$ cat src/rtl/contador_programa_pkg.sv
// rtl/contador_programa_pkg.sv - FSM states and next-address select codes
package pc_pkg;

  typedef enum logic [1:0] {
    RUN    = 2'd0,
    HALTED = 2'd1,
    ISR    = 2'd2
  } estado_t;

  typedef enum logic [3:0] {
    SEL_RECUPERA = 4'd0,
    SEL_INT      = 4'd1,
    SEL_RETI     = 4'd2,
    SEL_HOLD     = 4'd3,
    SEL_BRANCH   = 4'd4,
    SEL_JUMP     = 4'd5,
    SEL_JR       = 4'd6,
    SEL_JAL      = 4'd7,
    SEL_RET      = 4'd8,
    SEL_HALT     = 4'd9,
    SEL_SEQ      = 4'd10
  } sel_t;

  // First match wins; the unused state code 3 falls back to RUN before anything else.
  function automatic sel_t prioridade(
    input logic [1:0] estado,
    input logic       interrupt,
    input logic       reti,
    input logic       tomado,
    input logic       jump,
    input logic       jr,
    input logic       jal,
    input logic       ret,
    input logic       halt
  );
    sel_t s;
    if (estado == 2'd3)                                 s = SEL_RECUPERA;
    else if (interrupt && (estado == RUN || estado == HALTED)) s = SEL_INT;
    else if (reti && estado == ISR)                     s = SEL_RETI;
    else if (estado == HALTED)                          s = SEL_HOLD;
    else if (tomado)                                    s = SEL_BRANCH;
    else if (jump)                                      s = SEL_JUMP;
    else if (jr)                                        s = SEL_JR;
    else if (jal)                                       s = SEL_JAL;
    else if (ret)                                       s = SEL_RET;
    else if (halt)                                      s = SEL_HALT;
    else                                                s = SEL_SEQ;
    return s;
  endfunction

endpackage

$ cat src/rtl/contador_programa_if.sv
// rtl/contador_programa_if.sv - control-unit side bundle of the program counter
interface contador_programa_if #(
  parameter int ADDR_WIDTH = 6,
  parameter int RAS_DEPTH  = 4
);
  localparam int CW = $clog2(RAS_DEPTH) + 1;

  logic [ADDR_WIDTH-1:0] desvio_condicional;
  logic [ADDR_WIDTH-1:0] desvio_incondicional;
  logic [ADDR_WIDTH-1:0] desvio_jal;
  logic [ADDR_WIDTH-1:0] leitura1;
  logic                  Branch;
  logic                  BranchNE;
  logic                  Jump;
  logic                  Jr;
  logic                  Jal;
  logic                  Ret;
  logic                  Reti;
  logic                  Halt;
  logic                  zero;
  logic                  stall;
  logic                  interrupt;

  logic [ADDR_WIDTH-1:0] cp;
  logic [ADDR_WIDTH-1:0] link;
  logic [1:0]            estado;
  logic [CW-1:0]         ras_count;
  logic                  ras_overflow;
  logic                  ras_underflow;

  modport master (
    output desvio_condicional, desvio_incondicional, desvio_jal, leitura1,
    output Branch, BranchNE, Jump, Jr, Jal, Ret, Reti, Halt, zero, stall, interrupt,
    input  cp, link, estado, ras_count, ras_overflow, ras_underflow
  );

  modport slave (
    input  desvio_condicional, desvio_incondicional, desvio_jal, leitura1,
    input  Branch, BranchNE, Jump, Jr, Jal, Ret, Reti, Halt, zero, stall, interrupt,
    output cp, link, estado, ras_count, ras_overflow, ras_underflow
  );
endinterface

$ cat src/rtl/contador_programa_pilha_retorno.sv
// rtl/contador_programa_pilha_retorno.sv - circular return-address stack
module pilha_retorno #(
  parameter int DEPTH = 4,
  parameter int WIDTH = 6
) (
  input  logic                       clock,
  input  logic                       reset,
  input  logic                       push,
  input  logic                       pop,
  input  logic [WIDTH-1:0]           din,
  output logic [WIDTH-1:0]           dout,
  output logic [$clog2(DEPTH):0]     count,
  output logic                       overflow,
  output logic                       underflow
);
  localparam int PW = $clog2(DEPTH);
  localparam int CW = PW + 1;
  localparam logic [PW-1:0] UM_P  = PW'(1);
  localparam logic [CW-1:0] UM_C  = CW'(1);
  localparam logic [CW-1:0] CHEIO = CW'(DEPTH);

  logic [WIDTH-1:0] mem [DEPTH];
  logic [PW-1:0]    ptr;

  // ptr is the next free slot, so the top of stack sits one below it.
  assign dout = mem[ptr - UM_P];

  always_ff @(posedge clock) begin
    if (push) mem[ptr] <= din;
  end

  always_ff @(posedge clock) begin
    if (reset) begin
      ptr       <= '0;
      count     <= '0;
      overflow  <= 1'b0;
      underflow <= 1'b0;
    end else if (push) begin
      ptr <= ptr + UM_P;
      if (count == CHEIO) overflow <= 1'b1;
      else                count    <= count + UM_C;
    end else if (pop) begin
      if (count == '0) begin
        underflow <= 1'b1;
      end else begin
        ptr   <= ptr - UM_P;
        count <= count - UM_C;
      end
    end
  end

endmodule

$ cat src/rtl/contador_programa.sv
// rtl/contador_programa.sv - program counter with return stack, interrupt entry and halt
module contador_programa
  import pc_pkg::*;
#(
  parameter int                    ADDR_WIDTH = 6,
  parameter int                    RAS_DEPTH  = 4,
  parameter logic [ADDR_WIDTH-1:0] RESET_ADDR = '0,
  parameter logic [ADDR_WIDTH-1:0] INT_VECTOR = ADDR_WIDTH'((2 ** ADDR_WIDTH) - 4)
) (
  input  logic                 clock,
  input  logic                 reset,
  contador_programa_if.slave   bus
);
  localparam int CW = $clog2(RAS_DEPTH) + 1;
  localparam logic [ADDR_WIDTH-1:0] UM = ADDR_WIDTH'(1);

  logic [ADDR_WIDTH-1:0] cp_q;
  logic [ADDR_WIDTH-1:0] epc_q;
  logic [1:0]            estado_q;
  logic [ADDR_WIDTH-1:0] cp_mais1;
  logic [ADDR_WIDTH-1:0] ras_dout;
  logic [CW-1:0]         ras_count;
  logic                  ras_overflow;
  logic                  ras_underflow;
  logic                  tomado;
  logic                  push;
  logic                  pop;
  sel_t                  sel;

  assign cp_mais1 = cp_q + UM;
  assign tomado   = (bus.Branch & bus.zero) | (bus.BranchNE & ~bus.zero);
  assign sel      = prioridade(estado_q, bus.interrupt, bus.Reti, tomado,
                               bus.Jump, bus.Jr, bus.Jal, bus.Ret, bus.Halt);

  assign push = ~bus.stall & (sel == SEL_JAL);
  assign pop  = ~bus.stall & (sel == SEL_RET);

  pilha_retorno #(
    .DEPTH (RAS_DEPTH),
    .WIDTH (ADDR_WIDTH)
  ) u_pilha (
    .clock     (clock),
    .reset     (reset),
    .push      (push),
    .pop       (pop),
    .din       (cp_mais1),
    .dout      (ras_dout),
    .count     (ras_count),
    .overflow  (ras_overflow),
    .underflow (ras_underflow)
  );

  always_ff @(posedge clock) begin
    if (reset) begin
      cp_q     <= RESET_ADDR;
      epc_q    <= '0;
      estado_q <= RUN;
    end else if (!bus.stall) begin
      case (sel)
        SEL_RECUPERA: begin
          estado_q <= RUN;
          cp_q     <= cp_mais1;
        end
        SEL_INT: begin
          // A halted core resumes at the halt itself; a running one at the next instruction.
          epc_q    <= (estado_q == RUN) ? cp_mais1 : cp_q;
          cp_q     <= INT_VECTOR;
          estado_q <= ISR;
        end
        SEL_RETI: begin
          cp_q     <= epc_q;
          estado_q <= RUN;
        end
        SEL_HOLD:   cp_q <= cp_q;
        SEL_BRANCH: cp_q <= cp_mais1 + bus.desvio_condicional;
        SEL_JUMP:   cp_q <= bus.desvio_incondicional;
        SEL_JR:     cp_q <= bus.leitura1;
        SEL_JAL:    cp_q <= bus.desvio_jal;
        SEL_RET:    cp_q <= (ras_count == '0) ? cp_mais1 : ras_dout;
        SEL_HALT:   estado_q <= HALTED;
        default:    cp_q <= cp_mais1;
      endcase
    end
  end

  assign bus.cp            = cp_q;
  assign bus.link          = cp_mais1;
  assign bus.estado        = estado_q;
  assign bus.ras_count     = ras_count;
  assign bus.ras_overflow  = ras_overflow;
  assign bus.ras_underflow = ras_underflow;

endmodule

$ cat src/flat_wrapper.sv
// flat-port wrapper written by rule: the top's interface ports become plain ports
module contador_programa_flat import pc_pkg::*;
#(
  parameter int                    ADDR_WIDTH = 6,
  parameter int                    RAS_DEPTH  = 4,
  parameter logic [ADDR_WIDTH-1:0] RESET_ADDR = '0,
  parameter logic [ADDR_WIDTH-1:0] INT_VECTOR = ADDR_WIDTH'((2 ** ADDR_WIDTH) - 4)
)
  (clock, reset, bus_desvio_condicional, bus_desvio_incondicional, bus_desvio_jal, bus_leitura1, bus_Branch, bus_BranchNE, bus_Jump, bus_Jr, bus_Jal, bus_Ret, bus_Reti, bus_Halt, bus_zero, bus_stall, bus_interrupt, bus_cp, bus_link, bus_estado, bus_ras_count, bus_ras_overflow, bus_ras_underflow);
  contador_programa_if #(.ADDR_WIDTH(ADDR_WIDTH), .RAS_DEPTH(RAS_DEPTH)) bus_i ();
  input  logic clock;
  input  logic reset;
  input wire logic [$bits(bus_i.desvio_condicional)-1:0] bus_desvio_condicional;
  input wire logic [$bits(bus_i.desvio_incondicional)-1:0] bus_desvio_incondicional;
  input wire logic [$bits(bus_i.desvio_jal)-1:0] bus_desvio_jal;
  input wire logic [$bits(bus_i.leitura1)-1:0] bus_leitura1;
  input wire logic [$bits(bus_i.Branch)-1:0] bus_Branch;
  input wire logic [$bits(bus_i.BranchNE)-1:0] bus_BranchNE;
  input wire logic [$bits(bus_i.Jump)-1:0] bus_Jump;
  input wire logic [$bits(bus_i.Jr)-1:0] bus_Jr;
  input wire logic [$bits(bus_i.Jal)-1:0] bus_Jal;
  input wire logic [$bits(bus_i.Ret)-1:0] bus_Ret;
  input wire logic [$bits(bus_i.Reti)-1:0] bus_Reti;
  input wire logic [$bits(bus_i.Halt)-1:0] bus_Halt;
  input wire logic [$bits(bus_i.zero)-1:0] bus_zero;
  input wire logic [$bits(bus_i.stall)-1:0] bus_stall;
  input wire logic [$bits(bus_i.interrupt)-1:0] bus_interrupt;
  output wire logic [$bits(bus_i.cp)-1:0] bus_cp;
  output wire logic [$bits(bus_i.link)-1:0] bus_link;
  output wire logic [$bits(bus_i.estado)-1:0] bus_estado;
  output wire logic [$bits(bus_i.ras_count)-1:0] bus_ras_count;
  output wire logic [$bits(bus_i.ras_overflow)-1:0] bus_ras_overflow;
  output wire logic [$bits(bus_i.ras_underflow)-1:0] bus_ras_underflow;
  assign bus_i.desvio_condicional = bus_desvio_condicional;
  assign bus_i.desvio_incondicional = bus_desvio_incondicional;
  assign bus_i.desvio_jal = bus_desvio_jal;
  assign bus_i.leitura1 = bus_leitura1;
  assign bus_i.Branch = bus_Branch;
  assign bus_i.BranchNE = bus_BranchNE;
  assign bus_i.Jump = bus_Jump;
  assign bus_i.Jr = bus_Jr;
  assign bus_i.Jal = bus_Jal;
  assign bus_i.Ret = bus_Ret;
  assign bus_i.Reti = bus_Reti;
  assign bus_i.Halt = bus_Halt;
  assign bus_i.zero = bus_zero;
  assign bus_i.stall = bus_stall;
  assign bus_i.interrupt = bus_interrupt;
  assign bus_cp = bus_i.cp;
  assign bus_link = bus_i.link;
  assign bus_estado = bus_i.estado;
  assign bus_ras_count = bus_i.ras_count;
  assign bus_ras_overflow = bus_i.ras_overflow;
  assign bus_ras_underflow = bus_i.ras_underflow;
  contador_programa #(.ADDR_WIDTH(ADDR_WIDTH), .RAS_DEPTH(RAS_DEPTH), .RESET_ADDR(RESET_ADDR), .INT_VECTOR(INT_VECTOR)) u_core (.clock(clock), .reset(reset), .bus(bus_i));
endmodule
$ cat config.mk
export PLATFORM = sky130hd
export DESIGN_NAME = contador_programa_flat
export DESIGN_NICKNAME = d
export VERILOG_FILES = /design/src/rtl/contador_programa_pkg.sv /design/src/rtl/contador_programa_if.sv /design/src/rtl/contador_programa_pilha_retorno.sv /design/src/rtl/contador_programa.sv /design/src/flat_wrapper.sv
export SDC_FILE = /design/constraint.sdc
export NUM_CORES = 1
export LEC_CHECK = 0
export CORE_MARGIN = 1.5
export CORE_UTILIZATION = 35
export CTS_CLUSTER_SIZE = 28
export DETAILED_ROUTE_END_ITERATION = 8
export GPL_TIMING_DRIVEN = 1
export PLACE_DENSITY = 0.64
export SLEW_MARGIN = 20
export SYNTH_ARGS = -nofsm -noshare
export SYNTH_HDL_FRONTEND = slang
export SYNTH_SLANG_ARGS = --single-unit
export TNS_END_PERCENT = 100
$ cat constraint.sdc
create_clock -name clock -period 2.93 [get_ports clock]
set_input_delay 0.586 -clock clock [delete_from_list [all_inputs] [get_ports clock]]
set_output_delay 0.586 -clock clock [all_outputs]
set_load 0.01 [all_outputs]
==> results.cfg, run 1 <==
[run_status]
run_status = completed

[clock_network]
tritoncts_clock_tree = yes
clock_sinks = 45
numCtsBuffers = 5
post-cts-setup-buffers = 0
clock_transition_at_the_registers_of_the_reported_paths_ns = 0.09
clockRootBuffer = sky130_fd_sc_hd__clkbuf_8
worst_skew_pair.late_latency_ns = 0.30
cts.htree.levels = 2
clock_tree.buffer_depth = 2

[drt]
number_of_antenna_violating_nets_in_the_routed_design = 0
avgRoutedWirePerCell_microns = 17.2
routed_via_count = 2650
initialDrtViolationCount = 188
detail_route.wirelength_microns = 8310
detailed_route_vias_per_instance = 5.49
drc = 0
drtPass1Iterations = 6

[sta]
min_period_ns = 2.83
timing.clock.skew_ns = 0.00669
tightestPinTransition_ns = 0.516
hold_violations = 0
final_min_period_over_clock_period = 0.966
drv_slew = 0
achievable-frequency_ghz = 0.353
maxSlewHeadroom = 0.655
final.setup.worst_slack_ns = 0.0989
setup_violations = 0
rsz0062_at_grt = no

[layout]
layout_commonest_cell = sky130_fd_sc_hd__clkdlybuf4s50_1
mostFrequentLayoutCells = sky130_fd_sc_hd__clkdlybuf4s50_1 (55), sky130_fd_sc_hd__buf_4 (44), sky130_fd_sc_hd__nor2_1 (26), sky130_fd_sc_hd__edfxtp_1 (24)
post_route_cells_drive_above_1_share = 0.230
antenna-diode-count = 0
design_area_sq_um = 4010
final_nets = 426
area.growth.synth_to_final_pct = 35.5
finish.cell_count_without_fillers = 483

[placed_design]
dp.cells = 475
place_hpwl_microns = 6420
gp_congestion = 0.845
buffer_ports.inserted = 55
placement.cell_area_sq_um = 3880
place_worst_setup_slack_ns = -0.186

[pwr]
power_leakage_nw = 1.49
ir_drop_v = 0.000180
power-per-cell-area_nw_per_um2 = 396
power_mw = 1.59

[floorplanning]
io_pins = 56
die-width_microns = 94.9
die_h_microns = 94.9
initial_standard_cell_utilization_of_the_core = 0.360
fp.dieArea_sq_um = 9010
placementRows = 33
core-area_sq_um = 8220

[synth]
yosys_register_bits = 45
synthFlopType = sky130_fd_sc_hd__edfxtp_1
syn_avg_cell_area_sq_um = 10.5
synth.lib_cells_used.distinct = 68
yosysWarnings = 0
postSynth.asyncResetShare = 0
synth_area_sq_um = 2960
post_synth_edffs = 24
post_synth_inst_count = 283
synth-seq-area-share = 0.386
syn_nets = 332

[global_route]
globalRouteMet2Util = 0.310
grt_util_met1 = 0.246
grt_first_pass_wirelength_microns = 12800
grt_overflow_total = 0
grtUsageTotal = 0.190
grt_peak_use_layer = met2
grt_pass1_vias = 2586
grt_antenna_before_repair = 0
gr-usage-met3 = 0.0314
grt_max_degree = 16

[critical_path]
critical_path_peak_fanout = 6
cp-start-kind = flop
crit_path_top_delay_cell = sky130_fd_sc_hd__clkdlybuf4s50_1
worstSetupPathType = flop to output port
timing.critical_path.slowest_cell_delay_ns = 0.54
worstPathCellList = ha_2 -> and3_1 -> xor2_2 -> buf_4 -> clkdlybuf4s50_1
cp.required_ns = 2.34
crit_arrival_ns = 2.25
end_kind = output port

[min_path]
path_category_of_the_worst_min_delay_check = flop to flop

[run]
max-cap-violations = 0
[per-stage QoR]
step,utilization,hold WS (ns),setup TNS (ns)
after floorplan,-,0.476,0
after global placement,0.473,0.463,-0.488
after detailed placement,0.473,0.457,-0.767
after CTS,0.483,0.491,0
after global routing,0.488,0.520,0
final,0.488,0.483,0
[sequential cells by signal, indices dropped and copies added, names as in the netlist]
| signal | flops |
|---|---|
| u_core.u_pilha.count | 3 |
| u_core.bus.estado | 2 |
| u_core.u_pilha.mem | 24 |
| u_core.epc_q | 6 |
| u_core.u_pilha.ptr | 2 |
| u_core.bus.cp | 6 |
| u_core.u_pilha.underflow | 1 |
| u_core.u_pilha.overflow | 1 |
[power by group]
group | switching (mW) | internal (mW)
clock | 0.223 | 0.170
combinational | 0.228 | 0.246
sequential | 0.0306 | 0.690
[worst max-delay path: cells and delay by family (launching register included)]
kind	cells	cell delay [ns]
buffers and inverters	2	0.73
flip-flops	1	0.43
AND/OR/NAND/NOR	1	0.28
adder cells (fa/ha/maj)	1	0.26
XOR/XNOR	1	0.23
[layer usage]
metal,wire length (microns),part of all wire
met4,229,0.028
met1,3660,0.44
met2,3980,0.48
met3,439,0.053
met5,0,0
[Yosys cell counts (2+ instances only)]
library cell / n / area (sq um)
sky130_fd_sc_hd__xor2_1: 10 / 87.6
sky130_fd_sc_hd__ha_1: 11 / 138
sky130_fd_sc_hd__nand3_1: 4 / 20.0
sky130_fd_sc_hd__nand2_1: 21 / 78.8
sky130_fd_sc_hd__clkbuf_1: 7 / 26.3
sky130_fd_sc_hd__o21ai_0: 7 / 35.0
sky130_fd_sc_hd__buf_1: 2 / 7.51
sky130_fd_sc_hd__clkbuf_8: 3 / 41.3
sky130_fd_sc_hd__nand2b_1: 6 / 37.5
sky130_fd_sc_hd__a21o_1: 2 / 15.0
sky130_fd_sc_hd__nor3_1: 6 / 30.0
sky130_fd_sc_hd__nand4_1: 2 / 12.5
sky130_fd_sc_hd__a222oi_1: 5 / 50.1
sky130_fd_sc_hd__o211a_1: 2 / 20.0
sky130_fd_sc_hd__a221oi_1: 3 / 26.3
sky130_fd_sc_hd__nor3_2: 3 / 30.0
sky130_fd_sc_hd__inv_1: 13 / 48.8
sky130_fd_sc_hd__edfxtp_1: 24 / 721
sky130_fd_sc_hd__nor4_2: 2 / 25.0
sky130_fd_sc_hd__o211ai_1: 6 / 45.0
sky130_fd_sc_hd__xnor2_1: 5 / 43.8
sky130_fd_sc_hd__a31oi_1: 3 / 18.8
sky130_fd_sc_hd__nor2b_1: 2 / 12.5
sky130_fd_sc_hd__and3_1: 5 / 31.3
sky130_fd_sc_hd__a21oi_1: 18 / 90.1
sky130_fd_sc_hd__a211oi_1: 6 / 45.0
sky130_fd_sc_hd__mux4_2: 6 / 135
sky130_fd_sc_hd__mux2i_1: 4 / 40.0
sky130_fd_sc_hd__dfxtp_1: 21 / 420
sky130_fd_sc_hd__nor4_1: 4 / 25.0
sky130_fd_sc_hd__o21a_1: 2 / 15.0
sky130_fd_sc_hd__nor2_1: 27 / 101
sky130_fd_sc_hd__nand4b_1: 2 / 17.5
sky130_fd_sc_hd__and2_1: 5 / 31.3
[final cells by class]
| cell class | instances | area (sq um) |
|---|---|---|
| inverters | 13 | 48.8 |
| flip-flops and latches | 45 | 1140 |
| clock buffers | 6 | 72.6 |
| clock inverters | 2 | 16.3 |
| fillers | 774 | 4210 |
| well taps | 105 | 131 |
| repair buffers | 100 | 901 |
| multi-input cells | 212 | 1700 |
[logic make-up (layout without fill, tap and decap cells)]
group | after synthesis | count (layout) | share of synthesized area
compound gates | 73 | 73 | 0.206
xor+xnor | 16 | 16 | 0.0520
fa+ha+maj | 12 | 12 | 0.0533
buf+inv | 26 | 121 | 0.0529
flops | 45 | 45 | 0.386
mux | 11 | 11 | 0.0643
simple gates | 100 | 100 | 0.186
[path summary, 6_finish.rpt]
kind | from | end | slack, ns | depth (start not counted)
hold reg to reg | u_core.u_pilha.overflow | u_core.u_pilha.overflow | 0.48 | 2
hold / removal | u_core.u_pilha.overflow | u_core.u_pilha.overflow | 0.48 | 2
setup / recovery | u_core.bus.cp[0] | bus_link[4] | 0.1 | 5
setup reg to reg | u_core.bus.cp[2] | u_core.bus.cp[5] | 0.32 | 10
[repair_timing]
action / 4_1_cts / 5_1_grt
hold buffers: 0 / 0
hold endpoints to repair: 0 / 0
setup endpoints to repair: 0 / 2
resized for setup: 0 / 8
Note: power is estimated with default switching activity, not from simulation.
==> inputs of run 2 (changes only) <==
- SYNTH_HIERARCHICAL: not set -> 1
==> results.cfg, run 2 <==
[layout]
fillers = 744
mostFrequentLayoutCells = sky130_fd_sc_hd__clkdlybuf4s50_1 (52), sky130_fd_sc_hd__buf_4 (48), sky130_fd_sc_hd__nor2_1 (30), sky130_fd_sc_hd__edfxtp_1 (24), sky130_fd_sc_hd__dfxtp_1 (20)
layout_commonest_cell = sky130_fd_sc_hd__clkdlybuf4s50_1
registers.top_by_ff_count = u_core/u_pilha/mem
final_nets = 424
antenna-diode-count = 0
area.growth.synth_to_final_pct = 42.4
post_route_cells_drive_above_1_share = 0.245
largest_register_ffs = 24
finish.cell_count_without_fillers = 478

[drt]
drc = 0
number_of_antenna_violating_nets_in_the_routed_design = 0
initialDrtViolationCount = 129
avgRoutedWirePerCell_microns = 16.2
drtPass1Iterations = 5
routed_via_count = 2493
detail_route.wirelength_microns = 7730
detailed_route_vias_per_instance = 5.22

[run]
max-cap-violations = 0

[sta]
drv_slew = 0
hold_slack_ns = 0.487
hold_violations = 0
setup_violations = 0
rsz0062_at_grt = yes
maxSlewHeadroom = 0.603
min_period_ns = 2.82
timing.clock.skew_ns = 0.00366
final_min_period_over_clock_period = 0.963
achievable-frequency_ghz = 0.354
tightestPinTransition_ns = 0.592
tns_ns = 0
final.setup.worst_slack_ns = 0.108

[min_path]
path_category_of_the_worst_min_delay_check = flop to flop
whs_path_depth = 2

[critical_path]
rr_worst_depth = 11
count_of_buffer_and_inverter_cells_on_the_critical_path = 2
crit_arrival_ns = 3.00
crit_path_top_delay_cell = sky130_fd_sc_hd__clkdlybuf4s50_1
worst-path-stages = 10
critPathCapture = u_core/u_pilha/count[2]
timing.critical_path.slowest_cell_delay_ns = 0.44
end_kind = flop
cp-startpoint = bus_BranchNE
cp-start-kind = primary input
cell_family_with_most_cp_delay = simple AND/OR/NAND/NOR gates
critical_path_peak_fanout = 3
worstPathCellList = clkdlybuf4s50_1 -> mux2i_4 -> nand3_2 -> or2_4 -> nor4_4 -> inv_2 -> fa_2 -> or3b_4 -> o2111ai_2 -> o211ai_1
critical_path.reg2reg.startpoint = u_core/bus.cp[0]
setup_slack_reg_to_reg_ns = 0.27
critical_path.reg2reg.endpoint = u_core/bus.cp[5]
worstSetupPathType = primary input to flop
cp.required_ns = 3.11

[clock_network]
tritoncts_clock_tree = yes
clock_transition_at_the_registers_of_the_reported_paths_ns = 0.09
numCtsBuffers = 5
worst_skew_pair.late_latency_ns = 0.30
clock_sinks = 45
cts.htree.levels = 2
clock_tree.buffer_depth = 2
clockRootBuffer = sky130_fd_sc_hd__clkbuf_8

[pwr]
power_leakage_nw = 1.52
combinational_share_of_power = 0.288
p_switching_mw = 0.445
ir_drop_v = 0.000236
power.switching_fraction = 0.290
power-per-cell-area_nw_per_um2 = 382
power_mw = 1.54
power_frac_seq = 0.460
clockPowerShare = 0.252
p_int_mw = 1.09

[synth]
synth.lib_cells_used.distinct = 60
syn_avg_cell_area_sq_um = 10.3
yosys_register_bits = 45
synthFlopType = sky130_fd_sc_hd__edfxtp_1
post_synth_inst_count = 273
yosysMostFrequentCell = sky130_fd_sc_hd__nor2_1
synth_top_area_share = 0.255
synth-seq-area-share = 0.404
postSynth.asyncResetShare = 0
synth_area_sq_um = 2820
synth_largest_area_cell = sky130_fd_sc_hd__edfxtp_1
ys_top_cells_by_area = sky130_fd_sc_hd__edfxtp_1 (26%), sky130_fd_sc_hd__dfxtp_1 (15%), sky130_fd_sc_hd__mux4_2 (4.8%)
yosysWarnings = 6
post_synth_edffs = 24
syn_nets = 322
most_frequent_cells_after_synthesis = sky130_fd_sc_hd__nor2_1 (30), sky130_fd_sc_hd__edfxtp_1 (24), sky130_fd_sc_hd__dfxtp_1 (21)

[global_route]
grt_first_pass_wirelength_microns = 12500
grt_overflow_total = 0
grtUsageTotal = 0.188
grt_max_degree = 17
grt_pass1_vias = 2500
grt_antenna_before_repair = 0

[run_status]
run_status = completed

[floorplanning]
fp.dieArea_sq_um = 8620
io_pins = 56
core-area_sq_um = 7770
initial_standard_cell_utilization_of_the_core = 0.364
die-width_microns = 92.8
die_h_microns = 92.8
placementRows = 32

[placed_design]
place_hpwl_microns = 6140
dp.cells = 468
place_worst_setup_slack_ns = -0.372
buffer_ports.inserted = 55
gp_congestion = 0.891
[run 2: power by group through the flow]
| stage | registers, mW | clock network [mW] | logic, mW |
|---|---|---|---|
| 2_1_floorplan | 0.721 | 0 | 0.222 |
| 3_3_place_gp | 0.719 | 0 | 0.435 |
| 3_5_place_dp | 0.720 | 0 | 0.439 |
| 4_1_cts | 0.705 | 0.397 | 0.442 |
| 5_1_grt | 0.709 | 0.426 | 0.482 |
| 6_report | 0.706 | 0.387 | 0.443 |
[run 2: worst min path at each step]
| stage | start | endpoint | slack (ns) |
|---|---|---|---|
| after global placement | u_core/u_pilha/underflow | u_core/u_pilha/underflow | 0.46 |
| after global routing | u_core/epc_q[1] | u_core/epc_q[1] | 0.53 |
| after detailed placement | u_core/u_pilha/underflow | u_core/u_pilha/underflow | 0.46 |
| final | u_core/u_pilha/underflow | u_core/u_pilha/underflow | 0.49 |
| after floorplan | u_core/epc_q[1] | u_core/epc_q[1] | 0.48 |
| after CTS | u_core/u_pilha/overflow | u_core/u_pilha/overflow | 0.50 |
[run 2: kinds of logic after synthesis]
family,count (synthesis),synth area share
muxes,15,0.0851
DFF,45,0.404
and+or+nand+nor,87,0.156
adders and majority gates,12,0.0585
AOI/OAI and AO/OA,79,0.218
xor gates and xnor gates,14,0.0483
buffers and inverters,21,0.0306
[run 2: metal layers]
metal | up-vias | wire length (microns) | GRT usage | part of all wire
met4 | 0 | 86 | 0.0606 | 0.011
met2 | 69 | 3770 | 0.314 | 0.49
met1 | 1177 | 3510 | 0.245 | 0.45
li1 | 1240 | - | - | -
met3 | 7 | 374 | 0.0337 | 0.048
met5 | - | 0 | 0 | 0
[run 2: worst min-delay path, cell delays in order, from the launching register on]
cell	delay, ns
sky130_fd_sc_hd__dfxtp_1	0.34
sky130_fd_sc_hd__a31oi_1	0.04
sky130_fd_sc_hd__nor2_1	0.07
[run 2: cell type report]
type | count | area, sq um | share of cell area
clock buffer | 5 | 68.8 | 0.0171
clock inverter | 3 | 22.5 | 0.00560
inverter | 10 | 37.5 | 0.00933
multi-input combinational | 207 | 1640 | 0.409
sequential | 45 | 1140 | 0.284
tap | 102 | 128 | 0.0317
timing repair buffer | 106 | 978 | 0.243
[run 2: stage by stage]
stage	utilization	area [sq um]
CTS	0.513	3980
floorplan	-	2860
global route	0.518	4020
finish	0.518	4020
detailed placement	0.501	3890
global placement	0.501	3890
[run 2: what timing repair did]
action / in CTS / in global routing
setup buffers: 0 / 2
hold buffers: 0 / 0
endpoints found under the hold margin: 0 / 0
gates resized for setup: 0 / 8
endpoints found under the setup margin: 1 / 4
pin swaps: 1 / 7
==> inputs of run 3 (changes only) <==
- CTS_CLUSTER_SIZE: 28 -> 10
==> results of run 3 <==
Same layout as run 2: the final DEF is identical, and so are final timing and power.
